File: config.mk
export PLATFORM = sky130hd
export DESIGN_NAME = muldiv_sequencer
export DESIGN_NICKNAME = d
export VERILOG_FILES = /design/src/rtl/muldiv_sequencer.sv
export SDC_FILE = /design/constraint.sdc
export NUM_CORES = 1
export LEC_CHECK = 0
export CAP_MARGIN = 25
export CORE_ASPECT_RATIO = 0.8
export CORE_MARGIN = 3
export CORE_UTILIZATION = 52
export CTS_CLUSTER_SIZE = 40
export DETAILED_ROUTE_END_ITERATION = 12
export GPL_ROUTABILITY_DRIVEN = 0
export PLACE_DENSITY = 0.72
export REMOVE_ABC_BUFFERS = 1
export SYNTH_ARGS = -nofsm -noshare
export SYNTH_HDL_FRONTEND = slang
export SYNTH_SLANG_ARGS = --single-unit
export TNS_END_PERCENT = 10
File: constraint.sdc
create_clock -name clk -period 9.5 [get_ports clk]
set_clock_uncertainty 0.15 [all_clocks]
set_input_delay 0.95 -clock clk [delete_from_list [all_inputs] [get_ports clk]]
set_output_delay 0.95 -clock clk [all_outputs]
set_load 0.03 [all_outputs]
File: src/rtl/muldiv_sequencer.sv
// Iterative RV32M multiply/divide unit: radix-2 shift-add multiply and restoring
// divide over 32 iterations, with sign pre/post-correction and RISC-V corner cases.
module muldiv_sequencer #(
  parameter int unsigned XLEN = 32
) (
  input  logic            clk,
  input  logic            reset,
  input  logic            start,
  input  logic [2:0]      funct3,
  input  logic [XLEN-1:0] A,
  input  logic [XLEN-1:0] B,
  output logic            busy,
  output logic            done,
  output logic [XLEN-1:0] result
);

  localparam int unsigned CNT_W = 6;
  localparam int unsigned ACC_W = 2 * XLEN;
  localparam logic [CNT_W-1:0] LAST_ITER = CNT_W'(XLEN - 1);
  localparam logic [XLEN-1:0]  INT_MIN   = {1'b1, {(XLEN - 1){1'b0}}};
  localparam logic [XLEN-1:0]  ALL_ONES  = '1;

  typedef enum logic [1:0] {
    IDLE = 2'd0,
    RUN  = 2'd1,
    DONE = 2'd2
  } state_e;

  state_e            state_q, state_d;
  logic [2:0]        op_q, op_d;
  logic              neg_a_q, neg_a_d;
  logic              neg_b_q, neg_b_d;
  logic              div0_q, div0_d;
  logic              ovf_q, ovf_d;
  logic [XLEN-1:0]   opa_q, opa_d;
  logic [XLEN-1:0]   opb_q, opb_d;
  logic [ACC_W-1:0]  acc_q, acc_d;
  logic [CNT_W-1:0]  cnt_q, cnt_d;
  logic              done_q, done_d;
  logic [XLEN-1:0]   result_q, result_d;

  // Operand signedness decoded from the incoming funct3
  logic a_signed, b_signed;
  assign a_signed = (funct3 == 3'b001) || (funct3 == 3'b010) ||
                    (funct3 == 3'b100) || (funct3 == 3'b110);
  assign b_signed = (funct3 == 3'b001) || (funct3 == 3'b100) || (funct3 == 3'b110);

  logic              is_div;
  logic [XLEN:0]     mul_sum;
  logic [ACC_W-1:0]  mul_acc;
  logic [XLEN:0]     div_shift;
  logic              div_ge;
  logic [XLEN-1:0]   div_sub;
  logic [ACC_W-1:0]  div_acc;
  logic [ACC_W-1:0]  step_acc;
  logic [ACC_W-1:0]  prod_fix;
  logic [XLEN-1:0]   quo, rem, quo_fix, rem_fix;
  logic [XLEN-1:0]   final_res;

  assign is_div = op_q[2];

  // Multiply step: conditional add into the upper half, then shift {carry, acc} right
  assign mul_sum = {1'b0, acc_q[ACC_W-1:XLEN]} + (opb_q[0] ? {1'b0, opa_q} : '0);
  assign mul_acc = {mul_sum, acc_q[XLEN-1:1]};

  // Divide step: shift the next dividend bit into rem, keep the difference if no underflow
  assign div_shift = {acc_q[ACC_W-1:XLEN], opa_q[XLEN-1]};
  assign div_ge    = div_shift >= {1'b0, opb_q};
  assign div_sub   = div_shift[XLEN-1:0] - opb_q;
  assign div_acc   = {(div_ge ? div_sub : div_shift[XLEN-1:0]), acc_q[XLEN-2:0], div_ge};

  assign step_acc = is_div ? div_acc : mul_acc;
  assign prod_fix = (neg_a_q ^ neg_b_q) ? -step_acc : step_acc;
  assign quo      = step_acc[XLEN-1:0];
  assign rem      = step_acc[ACC_W-1:XLEN];
  assign quo_fix  = (neg_a_q ^ neg_b_q) ? -quo : quo;
  assign rem_fix  = neg_a_q ? -rem : rem;

  // Final result selection; divide-by-zero REM/REMU naturally yields A through the rem path
  always_comb begin
    final_res = '0;
    case (op_q)
      3'b000:                 final_res = prod_fix[XLEN-1:0];
      3'b001, 3'b010, 3'b011: final_res = prod_fix[ACC_W-1:XLEN];
      3'b100:                 final_res = div0_q ? ALL_ONES : (ovf_q ? INT_MIN : quo_fix);
      3'b101:                 final_res = div0_q ? ALL_ONES : quo;
      3'b110:                 final_res = ovf_q ? '0 : rem_fix;
      default:                final_res = rem;
    endcase
  end

  // Control FSM next-state and datapath updates
  always_comb begin
    state_d  = state_q;
    op_d     = op_q;
    neg_a_d  = neg_a_q;
    neg_b_d  = neg_b_q;
    div0_d   = div0_q;
    ovf_d    = ovf_q;
    opa_d    = opa_q;
    opb_d    = opb_q;
    acc_d    = acc_q;
    cnt_d    = cnt_q;
    done_d   = 1'b0;
    result_d = result_q;
    case (state_q)
      IDLE: begin
        if (start) begin
          op_d    = funct3;
          neg_a_d = a_signed && A[XLEN-1];
          neg_b_d = b_signed && B[XLEN-1];
          opa_d   = (a_signed && A[XLEN-1]) ? -A : A;
          opb_d   = (b_signed && B[XLEN-1]) ? -B : B;
          div0_d  = (B == '0);
          ovf_d   = (A == INT_MIN) && (B == ALL_ONES);
          acc_d   = '0;
          cnt_d   = '0;
          state_d = RUN;
        end
      end
      RUN: begin
        acc_d = step_acc;
        cnt_d = cnt_q + CNT_W'(1);
        if (is_div) begin
          opa_d = {opa_q[XLEN-2:0], 1'b0};
        end else begin
          opb_d = {1'b0, opb_q[XLEN-1:1]};
        end
        if (cnt_q == LAST_ITER) begin
          state_d  = DONE;
          done_d   = 1'b1;
          result_d = final_res;
        end
      end
      DONE: begin
        state_d = IDLE;
      end
      default: begin
        state_d = IDLE;
      end
    endcase
  end

  always_ff @(posedge clk or posedge reset) begin
    if (reset) begin
      state_q  <= IDLE;
      op_q     <= '0;
      neg_a_q  <= 1'b0;
      neg_b_q  <= 1'b0;
      div0_q   <= 1'b0;
      ovf_q    <= 1'b0;
      opa_q    <= '0;
      opb_q    <= '0;
      acc_q    <= '0;
      cnt_q    <= '0;
      done_q   <= 1'b0;
      result_q <= '0;
    end else begin
      state_q  <= state_d;
      op_q     <= op_d;
      neg_a_q  <= neg_a_d;
      neg_b_q  <= neg_b_d;
      div0_q   <= div0_d;
      ovf_q    <= ovf_d;
      opa_q    <= opa_d;
      opb_q    <= opb_d;
      acc_q    <= acc_d;
      cnt_q    <= cnt_d;
      done_q   <= done_d;
      result_q <= result_d;
    end
  end

  assign busy   = (state_q != IDLE);
  assign done   = done_q;
  assign result = result_q;

endmodule

Word level (Yosys, flattened, before mapping)
Index checks and enable logic that the tools add are counted.
{"block": "classes", "add_sub_neg": 8, "n_lt_le_gt_ge": 1, "n_eq_ne": 18, "mux": 28, "bitwise": 1, "n_reduce_logical": 20}
{"op": "32-bit two-way mux", "count": 14}
{"op": "64-bit two-way mux", "count": 3}
{"op": "32-bit one-hot mux with 5 select lines", "count": 1}
{"op": "32-bit negator", "count": 4}
{"op": "32-bit one-hot mux with 2 select lines", "count": 2}
{"op": "64-bit one-hot mux with 2 select lines", "count": 1}
{"op": "32-bit equality test (second input constant)", "count": 2}
{"op": "64-bit negator", "count": 1}
{"op": "32-bit by 32-bit adder with 33-bit output", "count": 1}
{"op": "33-bit by 32-bit >= comparator with 1-bit output", "count": 1}
{"op": "32-bit logical NOT", "count": 1}
{"op": "32-bit subtractor", "count": 1}
{"op": "3-bit equality test (second input constant)", "count": 5}
{"op": "6-bit one-hot mux with 2 select lines", "count": 1}
{"op": "3-bit by 2-bit equality test with 1-bit output (second input constant)", "count": 3}
{"op": "2-bit inequality test (second input constant)", "count": 4}
{"op": "2-bit AND reduction", "count": 4}
{"op": "6-bit by 1-bit adder with 6-bit output (second input constant)", "count": 1}
{"op": "3-bit by 1-bit equality test with 1-bit output (second input constant)", "count": 2}
{"op": "6-bit by 5-bit equality test with 1-bit output (second input constant)", "count": 1}
{"op": "6-bit two-way mux", "count": 1}
{"op": "3-bit AND reduction", "count": 2}
{"op": "1-bit logical OR", "count": 5}
{"op": "2-bit two-way mux", "count": 2}
{"op": "9 further kinds", "count": 13}
{"block": "totals", "ff_bits": 176, "output_inout_bits": 34, "elab_cells": 88}

Longest topological paths before layout
Gate-level depths: netlist of run 1.
{"block": "depth", "depth_word": 8, "mapped_depth": 20, "mapped_depth_nobuf": 17}

Worst setup path before layout of run 1
Ideal clock, no wire load.
{"block": "synth_timing", "path_type": "reg2reg", "from": "register opb_q[0]", "to": "register result_q[22], in the netlist result[22]", "setup_time_ns": 0.120, "t_arrival_ns": 4.005, "required_ns": 9.230, "setup_slack_ns": 5.226, "stages_incl_launch_ff": 16, "synth_period_minus_slack_ns": 4.274, "cell_sequence": "dfrtp_1 -> clkbuf_1 -> and2_1 -> ha_1 -> fa_1 -> a211oi_1 -> o21ai_1 -> o221ai_1 -> nand2_1 -> xnor2_1 -> o22ai_1 -> or4b_4 -> nor4_4 -> a21o_1 -> or4b_1 -> a31o_1"}
{"block": "synth_between", "elab_chain_cells": 7}
{"element": "from (decl)", "line_no": "36", "text": "logic [XLEN-1:0] opb_q, opb_d;"}
{"element": "from (signal assigned)", "line_no": "166", "text": "opb_q <= opb_d;"}
{"element": "32-bit two-way mux (tied with other cells)", "line_no": "63", "text": "assign mul_sum = {1'b0, acc_q[ACC_W-1:XLEN]} + (opb_q[0] ? {1'b0, opa_q} : '0);"}
{"element": "32-bit by 32-bit adder with 33-bit output (tied with other cells)", "line_no": "63"}
{"element": "64-bit two-way mux (*)", "line_no": "72", "text": "assign step_acc = is_div ? div_acc : mul_acc;"}
{"element": "32-bit negator / 32-bit two-way mux (equally long branches)", "line_no": "77, 76"}
{"element": "32-bit two-way mux (on tied branches)", "line_no": "77, 85"}
{"element": "32-bit two-way mux (on tied branches)", "line_no": "87, 85"}
{"element": "32-bit one-hot mux with 5 select lines (*)", "line_no": "82", "text": "case (op_q)"}
{"element": "to (signal assigned)", "line_no": "170", "text": "result_q <= result_d;"}
{"element": "to (decl)", "line_no": "40", "text": "logic [XLEN-1:0] result_q, result_d;"}
Mark *: on every way between the ends. The rest lies on a longest branch, timed or not.
A chain may end at the register's enable or synchronous reset.

Worst setup path in the final report of run 1
{"block": "layout_timing", "from": "register opb_q[0]", "to": "register result_q[29], in the netlist result[29]"}
Same word-level chain as after synthesis.

==> summary.md, run 1 <==
| Metric | Value |
|---|---|
| Async S/R FF share, synth | between 90% and 100% |
| Rel. slew slack | 28.5% |
| Slew Viols, Final | 0 |
| Critical path class | flip-flop to flip-flop |
| Reg power frac | about a fifth |
| Commonest cells after routing, fill and taps aside | nand2_1 (268), o21ai_0 (268), a21oi_1 (239) |
| Drt wl/cell | ~22 um |
| Die outline width | 209 um |
| Post-synth top area share | around 26% |
| CTS tree | yes |
| CP startpoint kind | flip-flop |
| Peak Freq | approximately 0.18 GHz |
| CTS Sinks | 176 |
| Leakage dissipation | 7.34 nW |
| Top-level port count | 104 |
| Initial DRC Count | around 2700 |
| P&R area growth vs syn | 9.97% |
| Power Internal | ~3.2 mW |
| Vias in the first global route | 17007 |
| Setup Viol. Count Final | 0 |
| Core Footprint | 31900 sq um |
| Buffers on Ports | 103 |
| Worst Path Buf+Inv | 0 |
| Max stage delay on crit path | roughly 0.73 ns |
| Worst skew pair latency | 0.47 ns |
| Power density over cell area | ~390 nW/um^2 |
| Initial antenna violation count | 0 |
| Nets | 2446 |
| Yosys warnings | 0 |
| Finished Layout Cells | 2736 |
| Clk buf depth | 2 |
| RSZ-0062 raised after global routing | no |
| Endpoints failing hold | 0 |
| Synthesized area | between 15000 and 20000 sq um |
| First-pass GRT wire length | 95500 um |
| Die area | between 30000 and 40000 sq um |
| Worst Hold Class | flip-flop to flip-flop |
| Worst Path Max Fanout | 34 |
| Via count | 18627 |
| Total GRT Usage | between 30% and 40% |
| Layout fillers | between 2000 and 3000 |
| Yosys reg bits | 176 |
| Arrival time worst endpoint | 5.86 ns |
| Antenna Nets Post-Route | 0 |
| Period utilisation layout | 60.0% |
| Cts hold-fix bufs | 0 |
| Worst EP required | between 9 and 10 ns |
| Inst Count DP | about 2700 |
| Worst-Margin Slew | 1.07 ns |
| Clock slew at the register clock pins of the worst setup and hold paths | 0.07 ns |
| Initial core utilization | a little over half |
| Post-synth EDFFs | 0 |
| Sw Pwr | 4.12 mW |
| Share of cells above drive strength 1 | under 10% |
| Syn Area/Cell | between 7 and 8 sq um |
| Clk root buf | clkbuf_16 |
| Num rows | 58 |
| Combinational power share | 71.2% |
| Grt ovf | 0 |
| Fin Setup TNS | 0 ns |
| Pin count of the biggest net entering global routing | approximately 90 |
| Chip Height | between 150 and 200 um |
| Top post-synthesis cells by area | dfrtp_1 (26%), o21ai_0 (7.8%), a21oi_1 (7.0%) |
| H-Tree Depth | 4 |
| Clock power frac | a little under a tenth |
| Post-synth cell types | 111 |
| Crit-path cells | and2_1, ha_1, fa_1, a211oi_1, o21ai_1, o221ai_1, nand3_1, a21boi_0, mux2_2, a211oi_1, and2_1, nand3_1, o211a_1, o32ai_1, a31oi_1 |
| Max-Cap Viols | 0 |
| Top FF cell, synth | dfrtp_1 |
| Crit-path leading delay family | compound AO/OA/AOI/OAI gates |
| TritonRoute pass-1 iters | 7 |
| Min cycle time layout | approximately 5.7 ns |
| # DRC | 0 |
| Antenna fix cells | 0 |
| Final wirelength | 61200 um |
| Crit-path slowest cell | dfrtp_1 |
| Status | complete, no violations |
| Worst Setup End Kind | flip-flop |
| Post CTS Setup Buffer Count | 0 |
| Dpl hpwl | 45500 um |
| Net Sw Frac | 56.4% |
| Largest area contributor in the netlist | dfrtp_1 |
| Total CTS buffers | 17 |
| Syn Inst Count | 2298 |
| Sequential element share of the synthesized area | 25.7% |
| Via/cell ratio | 6.81 |
| Max IR drop VDD | 0.176 mV |
| Post-CTS sizing | 0 |
layer usage:
metal  GRT usage, %  wire (um)  up-vias
li1               -          -     8455
met1           47.8      25800     8750
met2           49.3      25300     1205
met3           10.6       7860      217
met4           10.5       2250        0
met5              0          0        -
Yosys cell counts, drive strengths merged (8+ instances only):
cell / instances
o31ai: 22
inv: 63
and3: 18
a21oi: 243
xor2: 67
xnor2: 62
a21boi: 8
buf: 43
or4: 12
nand3: 98
mux2: 8
or2: 10
nor2b: 13
nor4: 21
mux2i: 43
nand2b: 15
o211ai: 22
o21a: 19
a31o: 9
a211oi: 21
nor3: 60
and2: 45
nand4: 34
nand2: 277
o22ai: 12
a22o: 9
ha: 70
a221oi: 12
o41ai: 8
dfrtp: 176
nor2: 188
a21o: 27
clkbuf: 98
o21ai: 279
a2111oi: 9
or3: 22
and4: 9
o221ai: 15
a31oi: 35
cell type report:
cell class                 instances  area [sq um]  share of cell area (%)
clock buffer                      23           458                    2.43
clock inverter                     8          82.6                   0.439
inverter                          63           241                    1.28
multi-input combinational       1918         11900                    63.1
sequential                       176          4410                    23.4
tap                              420           526                    2.79
timing repair buffer             128          1230                    6.56
worst paths after layout:
kind,endpoint,slack (ns),depth (start not counted),start
worst min register to register,cnt_q[5]$_DFFE_PP0P_,0.33,1,cnt_q[5]$_DFFE_PP0P_
min in group asynchronous,result[25]$_DFFE_PP0P_,0.75,2,reset
worst min-delay path,cnt_q[5]$_DFFE_PP0P_,0.33,1,cnt_q[5]$_DFFE_PP0P_
worst max register to register,result[29]$_DFFE_PP0P_,3.80,15,opb_q[0]$_DFFE_PP0P_
max in group asynchronous,opb_q[9]$_DFFE_PP0P_,7.16,3,reset
worst max-delay path,result[29]$_DFFE_PP0P_,3.80,15,opb_q[0]$_DFFE_PP0P_
state kept, by name, indices dropped and copies added (netlist names):
register and count:
acc_q 64, opa_q 32, opb_q 32, result 32
cnt_q 6, op_q 3, state_q 2, div0_q 1
done 1, neg_a_q 1, neg_b_q 1, ovf_q 1
cells by family after synthesis:
family	after synthesis	synth area share, %
buffers and inverters	204	5.30
AOI/OAI and AO/OA	826	29.9
DFF	176	25.7
xor gates and xnor gates	129	6.60
adders and majority gates	72	5.35
muxes	51	3.04
and+or+nand+nor	840	24.0
metrics by stage:
stage / util [%] / cell area, sq um / hold WS, ns / setup WS, ns / power [mW]
6_report: 58.9 / 18800 / 0.329 / 3.80 / 7.31
5_1_grt: 58.9 / 18800 / 0.352 / 3.49 / 7.79
4_1_cts: 58.9 / 18800 / 0.331 / 4.02 / 7.09
3_5_place_dp: 57.2 / 18300 / 0.320 / 4.07 / 6.36
3_3_place_gp: 57.1 / 18200 / 0.313 / 4.15 / 6.26
2_1_floorplan: - / 16400 / 0.296 / 0.705 / 4.93
power groups by stage:
stage / Clock, mW / Combinational [mW] / Sequential (mW)
after global routing: 0.733 / 5.61 / 1.44
after CTS: 0.702 / 5.00 / 1.39
after global placement: 0 / 4.86 / 1.40
after floorplan: 0 / 3.63 / 1.30
after detailed placement: 0 / 4.95 / 1.40
final: 0.700 / 5.20 / 1.41
No activity file was read; power rests on OpenSTA's default activity.
==> inputs of run 2 (changes only) <==
==> constraint.sdc (replaced) <==
create_clock -name clk -period 5.3 [get_ports clk]
set_clock_uncertainty 0.15 [all_clocks]
set_input_delay 0.53 -clock clk [delete_from_list [all_inputs] [get_ports clk]]
set_output_delay 0.53 -clock clk [all_outputs]
set_load 0.03 [all_outputs]
==> summary.md, run 2 (synthesized netlist as in run 1, its figures left out) <==
| Metric | Value |
|---|---|
| Sw Pwr | 7.39 mW (+79%) |
| Max reg flops | 64 (unchanged) |
| Inst Count DP | 2748 (+1.6%) |
| Worst-Margin Slew | 1.00 ns (-0.0653 ns) |
| Worst EP required | 5.46 ns (-4.20 ns) |
| CTS tree | yes |
| TritonRoute pass-1 iters | 8 (+1) |
| Fin Setup TNS | 0 ns (unchanged) |
| Chip Height | 168 um (unchanged) |
| Leakage dissipation | 7.57 nW (+3.1%) |
| Slew Viols, Final | 0 (unchanged) |
| Power Internal | 5.97 mW (+87%) |
| Die outline width | 209 um (unchanged) |
| Crit-path cells | ha_1, a21oi_2, o22ai_2, a221oi_2, a2111oi_2, clkbuf_4, o31ai_1, nand4_1, nor2_1, buf_4, nor2_1, a21oi_1, mux2i_1, a2111oi_0, a21oi_1 |
| H-Tree Depth | 4 (unchanged) |
| Rel. slew slack | 33.0% (+4.4 points) |
| Period utilisation layout | 96.8% (+37 points) |
| Total GRT Usage | 33.7% (-0.098 points) |
| Peak Freq | 0.195 GHz (+11%) |
| Core Footprint | 31900 sq um (unchanged) |
| Power density over cell area | 697 nW/um^2 (+79%) |
| Clock power frac | 9.2% (-0.4 points) |
| Endpoints failing hold | 0 (unchanged) |
| Clk buf depth | 2 (unchanged) |
| Placed inst area | 18600 sq um (+1.8%) |
| Setup Viol. Count Final | 0 (unchanged) |
| Nets | 2490 (+1.8%) |
| Max-Cap Viols | 0 (unchanged) |
| Critical path class | flip-flop to flip-flop |
| Max stage delay on crit path | 0.65 ns (-0.08 ns) |
| CTS Sinks | 176 (unchanged) |
| Largest Register | acc_q |
| Post CTS Setup Buffer Count | 0 (unchanged) |
| Finished Layout Cells | 2782 (+1.7%) |
| Worst Path Max Fanout | 9 (-74%) |
| Clock slew at the register clock pins of the worst setup and hold paths | 0.07 ns (about the same) |
| Antenna Nets Post-Route | 0 (unchanged) |
| Max IR drop VDD | 0.401 mV (+130%) |
| Grt ovf | 0 (unchanged) |
| Drt wl/cell | 21.9 um (-2.2%) |
| Crit-path slowest cell | o31ai_1 |
| Num rows | 58 (unchanged) |
| First-pass GRT wire length | 95000 um (-0.51%) |
| Initial DRC Count | 2416 (-8.9%) |
| Buffers on Ports | 103 (unchanged) |
| Dpl hpwl | 46200 um (+1.5%) |
| Final Cell Area | 19200 sq um (+1.9%) |
| Worst Hold Class | flip-flop to flip-flop |
| # DRC | 0 (unchanged) |
| Top-level port count | 104 (unchanged) |
| Vias in the first global route | 17180 (+1.0%) |
| P&R area growth vs syn | 12.0% |
| Initial antenna violation count | 0 (unchanged) |
| Via/cell ratio | 6.73 (-1.1%) |
| Die area | 35100 sq um (unchanged) |
| Final wirelength | 60900 um (-0.52%) |
| Clk root buf | clkbuf_16 |
| RSZ-0062 raised after global routing | no |
| Final Power | 13.4 mW (+83%) |
| Min cycle time layout | 5.13 ns (-0.576 ns) |
| Share of cells above drive strength 1 | 7.67% (+2.1 points) |
| Via count | 18726 (+0.53%) |
| Arrival time worst endpoint | 5.29 ns (-0.57 ns) |
| Total CTS buffers | 17 (unchanged) |
| Status | complete, no violations |
| Commonest cells after routing, fill and taps aside | nand2_1 (268), o21ai_0 (268), a21oi_1 (238) |
| Worst Setup End Kind | flip-flop |
| CP startpoint kind | flip-flop |
| Combinational power share | 72.2% (+1.0 points) |
| Final Util | 60.0% (+1.1 points) |
| Initial core utilization | 53.6% (unchanged) |
| Pin count of the biggest net entering global routing | 87 (-4.4%) |
| Net Sw Frac | 55.3% (-1.0 points) |
| Worst skew pair latency | 0.47 ns (about the same) |
| Reg power frac | 18.6% (-0.7 points) |
## run 2: cell count changes in the layout (fill, tap and decap cells not counted), moves of 2 or more
cell / previous run / this run
buf_4: 22 / 66
clkbuf_1: 5 / 1
clkinv_2: 1 / 5
buf_12: 0 / 2
clkinv_4: 0 / 2
clkinvlp_4: 4 / 2
## run 2: power by group through the flow
stage	sequential [mW]	combinational (mW)	clock (mW)
after detailed placement	2.48	9.23	0
after floorplan	2.33	6.51	0
after global routing	2.55	10.4	1.29
final	2.48	9.64	1.24
after global placement	2.46	9.02	0
after CTS	2.45	9.30	1.24
## run 2: critical path, delay by kind of cell (launching register included)
kind / cells / cell delay (ns)
DFF: 1 / 0.47
adders and majority gates: 1 / 0.41
buffers and inverters: 2 / 0.42
and+or+nand+nor: 3 / 0.84
muxes: 1 / 0.10
AOI/OAI and AO/OA: 8 / 2.58
## run 2: final cells by class
type / instances / area, sq um
clock inverter: 12 / 83.8
clock buffer: 20 / 457
timing repair buffer: 172 / 1570
fill: 2898 / 12800
tap: 420 / 526
sequential: 176 / 4410
multi-input combinational: 1918 / 11900
inverter: 63 / 241
antenna: 1 / 2.50
## run 2: repair_timing
item,4_1_cts,5_1_grt
gates resized for setup,0,5
hold buffers,0,0
setup endpoints to repair,0,8
## run 2: layer usage
layer	up-vias	global-route usage [%]	wire, um
li1	8573	-	-
met1	8844	48.4	26100
met2	1126	47.8	24900
met3	183	9.85	7620
met4	0	12.3	2270
met5	-	0	0
## run 2: worst paths after layout
check	startpoint	endpoint	slack [ns]	cells after the start
max in group asynchronous	reset	opb_q[4]$_DFFE_PP0P_	3.48	3
hold / removal	cnt_q[5]$_DFFE_PP0P_	cnt_q[5]$_DFFE_PP0P_	0.33	1
hold reg to reg	cnt_q[5]$_DFFE_PP0P_	cnt_q[5]$_DFFE_PP0P_	0.33	1
setup / recovery	acc_q[37]$_DFFE_PP0P_	result[31]$_DFFE_PP0P_	0.17	15
min in group asynchronous	reset	result[26]$_DFFE_PP0P_	0.48	2
setup reg to reg	acc_q[37]$_DFFE_PP0P_	result[31]$_DFFE_PP0P_	0.17	15
## run 2: through the flow
stage | hold slack (ns) | worst slack [ns]
after floorplan | 0.296 | -3.49
after global placement | 0.316 | 0.392
after detailed placement | 0.324 | 0.177
after CTS | 0.339 | 0.170
after global routing | 0.356 | 0.00542
final | 0.335 | 0.172
